## config.mk

```make
export PLATFORM = sky130hd
export DESIGN_NAME = prog_freq_div
export DESIGN_NICKNAME = d
export VERILOG_FILES = /design/src/rtl/freq_div_pkg.sv /design/src/rtl/div_counter.sv /design/src/rtl/prog_freq_div.sv
export SDC_FILE = /design/constraint.sdc
export NUM_CORES = 1
export LEC_CHECK = 0
export BUFFER_PORTS_ARGS = -buffer_cell sky130_fd_sc_hd__buf_2
export CORE_MARGIN = 3
export CORE_UTILIZATION = 28
export DETAILED_ROUTE_END_ITERATION = 8
export SYNTH_ARGS = -nofsm -noshare
export SYNTH_HDL_FRONTEND = slang
export SYNTH_SLANG_ARGS = --single-unit
```

## constraint.sdc

```tcl
create_clock -name clk -period 5.1 [get_ports clk]
set_input_delay 0 -clock clk [delete_from_list [all_inputs] [get_ports clk]]
set_output_delay 0 -clock clk [all_outputs]
set_load 0.05 [all_outputs]
```

## src/rtl/freq_div_pkg.sv

```systemverilog
// Shared constants and types for the programmable clock-enable divider.
//   DIV_WIDTH        default width of the half-period counter
//   CLK_HZ           nominal system clock frequency
//   DEFAULT_DIV_2KHZ half-period giving 2 kHz from CLK_HZ
//   load_state_t     encoding of the half-period load handshake FSM
package freq_div_pkg;

    localparam int DIV_WIDTH        = 16;
    localparam int CLK_HZ           = 50_000_000;
    localparam int DEFAULT_DIV_2KHZ = 12500;

    typedef enum logic {
        IDLE = 1'b0,
        PEND = 1'b1
    } load_state_t;

endpackage

```

## src/rtl/div_counter.sv

```systemverilog
// Up-counter with enable, synchronous clear and a terminal-count compare.
//   clk, rst  clock and asynchronous active-high reset
//   en        count enable; tc is only raised while enabled
//   clr       synchronous clear, wins over en and tc
//   term      terminal value (full-width equality compare)
//   cnt       current count
//   tc        terminal count reached this cycle; cnt wraps to 0 on the next edge
module div_counter
    import freq_div_pkg::*;
#(
    parameter int WIDTH = DIV_WIDTH
) (
    input  logic             clk,
    input  logic             rst,
    input  logic             en,
    input  logic             clr,
    input  logic [WIDTH-1:0] term,
    output logic [WIDTH-1:0] cnt,
    output logic             tc
);

    assign tc = en & ~clr & (cnt == term);

    always_ff @(posedge clk or posedge rst) begin
        if (rst) begin
            cnt <= '0;
        end else if (clr || tc) begin
            cnt <= '0;
        end else if (en) begin
            cnt <= cnt + WIDTH'(1);
        end
    end

endmodule

```

## src/rtl/prog_freq_div.sv

```systemverilog
// Runtime-programmable 50%-duty clock-enable generator.
//   clk, rst   system clock, asynchronous active-high reset
//   en         1 = run, 0 = freeze counter and output
//   sync_clr   synchronous phase restart (cnt=0, clk_div=0)
//   div_val    requested half-period in clk cycles (0 treated as 1)
//   load       one-cycle request to adopt div_val
//   load_ack   one-cycle pulse when the new half-period becomes active
//   busy       a load is pending and not yet applied
//   clk_div    divided square wave, period 2*hp
//   tick       pulse on every clk_div toggle
//   rise_tick  pulse coincident with clk_div 0->1
//   fall_tick  pulse coincident with clk_div 1->0
//
// A new half-period only takes effect at a terminal count (so the running
// half-period always finishes with the old value), when frozen, or on sync_clr.
module prog_freq_div
    import freq_div_pkg::*;
#(
    parameter int WIDTH       = DIV_WIDTH,
    parameter int DEFAULT_DIV = DEFAULT_DIV_2KHZ
) (
    input  logic             clk,
    input  logic             rst,
    input  logic             en,
    input  logic             sync_clr,
    input  logic [WIDTH-1:0] div_val,
    input  logic             load,
    output logic             load_ack,
    output logic             busy,
    output logic             clk_div,
    output logic             tick,
    output logic             rise_tick,
    output logic             fall_tick
);

    load_state_t      state_q, state_d;
    logic [WIDTH-1:0] hp;
    logic [WIDTH-1:0] pend_val;
    logic [WIDTH-1:0] div_clamped;
    logic [WIDTH-1:0] cnt;
    logic             tc;
    logic             apply;
    logic             capture;

    // hp is never 0, so hp-1 cannot underflow
    div_counter #(.WIDTH(WIDTH)) u_cnt (
        .clk  (clk),
        .rst  (rst),
        .en   (en),
        .clr  (sync_clr),
        .term (hp - WIDTH'(1)),
        .cnt  (cnt),
        .tc   (tc)
    );

    assign div_clamped = (div_val == '0) ? WIDTH'(1) : div_val;
    assign busy        = (state_q == PEND);

    always_ff @(posedge clk or posedge rst) begin
        if (rst) begin
            state_q <= IDLE;
        end else begin
            state_q <= state_d;
        end
    end

    // A load arriving together with an apply stays pending for the next boundary
    always_comb begin
        state_d = state_q;
        apply   = 1'b0;
        capture = 1'b0;
        case (state_q)
            IDLE: begin
                if (load) begin
                    capture = 1'b1;
                    state_d = PEND;
                end
            end
            PEND: begin
                if (tc || !en || sync_clr) begin
                    apply   = 1'b1;
                    state_d = load ? PEND : IDLE;
                end
                if (load) begin
                    capture = 1'b1;
                end
            end
            default: state_d = IDLE;
        endcase
    end

    always_ff @(posedge clk or posedge rst) begin
        if (rst) begin
            hp        <= WIDTH'(DEFAULT_DIV);
            pend_val  <= '0;
            load_ack  <= 1'b0;
            clk_div   <= 1'b0;
            tick      <= 1'b0;
            rise_tick <= 1'b0;
            fall_tick <= 1'b0;
        end else begin
            if (capture) begin
                pend_val <= div_clamped;
            end
            if (apply) begin
                hp <= pend_val;
            end
            load_ack  <= apply;
            tick      <= tc;
            rise_tick <= tc & ~clk_div;
            fall_tick <= tc & clk_div;
            if (sync_clr) begin
                clk_div <= 1'b0;
            end else if (tc) begin
                clk_div <= ~clk_div;
            end
        end
    end

endmodule

```

==> results.md <==
- Yosys top cell area share: 0.411
- Antenna Nets Post-Route: 0
- Router iterations before antenna repair: 4
- CTS Sinks: 54
- Die width: 108 um
- Rel. slew slack: 0.251
- Total Neg Setup Slack: 0 ns
- Initial Utilization: 0.293
- Unrepaired setup endpoints after global routing: no
- CTS root buffer: clkbuf_8
- Layout area overhead: 16.8%
- CTS buffer count: 5
- R2R depth: 9
- Count leader, synth: dfrtp_1
- Crit path max fanout: 17
- Ranking of synthesized cells by area: dfrtp_1, mux2_2, dfstp_2
- CTS max path bufs: 2
- DRT iter0 DRCs: 100
- Seq/Total Area, Yosys: 0.465
- Setup Skew: 0.00648 ns
- Skew-Pair Late Insertion Delay: 0.30 ns
- Vias: 2106
- H-Tree Level Count: 2
- Height of the die: 108 um
- Status: finished, violations left
- CTS tree: yes
- Post-cts sizing count: 0
- Synth cell count leaders: dfrtp_1, mux2_2, xnor2_1
- Crit share post-route: 0.708
- Worst EP arrival: 3.80 ns
- Crit path kind: register to register
- Avg Cell Area, Syn: 11.5 um^2
- Remaining global-route overflow: 0
- Tot GR Track Use: 0.112
- Largest net degree at the start of global routing: 55
- First-pass GRT wire length: 10.5 mm
- CORE AREA: 9950 um^2
- Static Leak: 0.00141 uW
- Worst endpoint required time: 5.30 ns
- Final wirelength: 6.15 mm
- Number of global-route vias before repair: 2136
- Hold Fails Final Rpt: 39
- WL/cell: 14.4 um
- #FFs+latches synth: 54
- Antenna Cells: 0
- Die ar.: 11700 um^2
- Fin. max-slew vios: 0
- Count of cell types in the netlist: 56
- Clock slew at reported path FFs: 0.09 ns
- Synth Flop Type: dfrtp_1
- Buffers on Ports: 26
- Max Freq: 0.277 GHz
- Syn nets: 278
- Fraction of layout cells with a size suffix above 1: 0.272
- Crit. End Element: register
- Worst Tran Pin Value: 1.12 ns
- # rows: 36
- Fraction of registers with async set/reset: 1.00
- Gp weighted congestion: 0.820
- Post-synth EDFFs: 0
- Largest area contributor in the netlist: dfrtp_1
- Worst vdd ir: 0.000113 V
- Failing checks: negative hold slack
- Hpwl dp: 4.52 mm
- Initial antenna violation count: 0
- Mapped cell area: 2920 um^2
- Power density cells: 280 nW/um^2
- Setup violators final: 0
- FILL cells: 1003
- Fin Hold WS: -0.0190 ns
- IO Pins: 27
- Gate Count Post-Synth: 255
- Post-layout nets: 316
- Max-Cap Viols: 0
- Via/cell ratio: 4.93
- Worst Hold Class: primary input to async pin
- DRC viols: 0
- Worst Setup Start Kind: register
- Yosys warns: 0
- Min Tclk post-route: 3.61 ns
final timing paths:
check	slack [ns]	end	startpoint
max in group asynchronous	4.44	pend_val[15]	rst
worst min register to register	0.51	pend_val[10]	pend_val[10]
min in group clk	0.15	pend_val[0]	load
worst max register to register	1.49	hp[3]	hp[0]
worst max-delay path	1.49	hp[3]	hp[0]
worst min-delay path	-0.02	u_cnt.cnt[5]	rst
report_power, final:
group	total (uW)	switching, uW	internal, uW
Combinational	184	86.1	97.6
Clock	247	137	110
Sequential	524	49.3	474
Total	954	273	682
stage by stage:
step,setup WS [ns],total power (uW),std cells,instance area [um^2],util
floorplan,2.14,663,255,2920,-
global placement,1.68,702,402,3150,0.316
detailed placement,1.52,707,402,3150,0.316
CTS,1.47,965,427,3410,0.343
global route,1.18,1010,427,3410,0.343
finish,1.49,954,427,3410,0.343
cells by family after synthesis:
group | Yosys count | synth area share
simple gates | 85 | 0.174
flops | 54 | 0.465
compound gates | 37 | 0.105
mux | 31 | 0.131
xor+xnor | 28 | 0.0840
buf+inv | 18 | 0.0313
fa+ha+maj | 2 | 0.00857
layout make-up:
| type | instances | area, um^2 | area share |
|---|---|---|---|
| multi-input cells | 183 | 1470 | 0.431 |
| flip-flops and latches | 54 | 1360 | 0.399 |
| repair buffers | 43 | 300 | 0.0881 |
| well taps | 133 | 166 | 0.0488 |
| clock buffers | 7 | 86.3 | 0.0253 |
| inverters | 6 | 22.5 | 0.00661 |
| clock inverters | 1 | 5.00 | 0.00147 |
cells in the final DEF, fill, tap and decap left out, drive strengths merged, types with 4 or more instances in the layout:
cell and instances:
dfrtp 48, mux2 31, clkbuf 7, dfstp 6
and3 4, or4 6, a22o 5, o21ai 5
o211ai 4, dlygate4sd3 17, buf 26, nor3 10
inv 6, xor2 13, nand4 7, nor4 5
xnor2 15, nand3 10, nor2 12, nand2 10
metal layers:
| layer | vias up | part of all wire | global-route usage |
|---|---|---|---|
| met5 | - | 0 | 0 |
| met4 | 0 | 0.013 | 0.0343 |
| met3 | 9 | 0.044 | 0.0215 |
| met2 | 39 | 0.47 | 0.178 |
| met1 | 1044 | 0.48 | 0.156 |
| li1 | 1014 | - | - |
critical path, stage by stage (launching register included):
cell and delay (ns):
dfrtp_1 0.45, inv_1 0.09, ha_1 0.25, nor3b_1 0.66
nand2_1 0.16, o41ai_1 0.29, o311ai_1 0.22, nor4b_4 0.68
o21ai_4 0.31, mux2_4 0.37
timing repair:
item                      CTS  global route
hold endpoints to repair   21             0
setup buffers               0             0
hold buffers               17             0
sequential cells by signal, summed over array words and instances, names as in the netlist:
name and cells:
hp 16, pend_val 16, u_cnt.cnt 16, busy 1, clk_div 1, fall_tick 1
load_ack 1, rise_tick 1, tick 1
(Power assumes the default switching activity.)
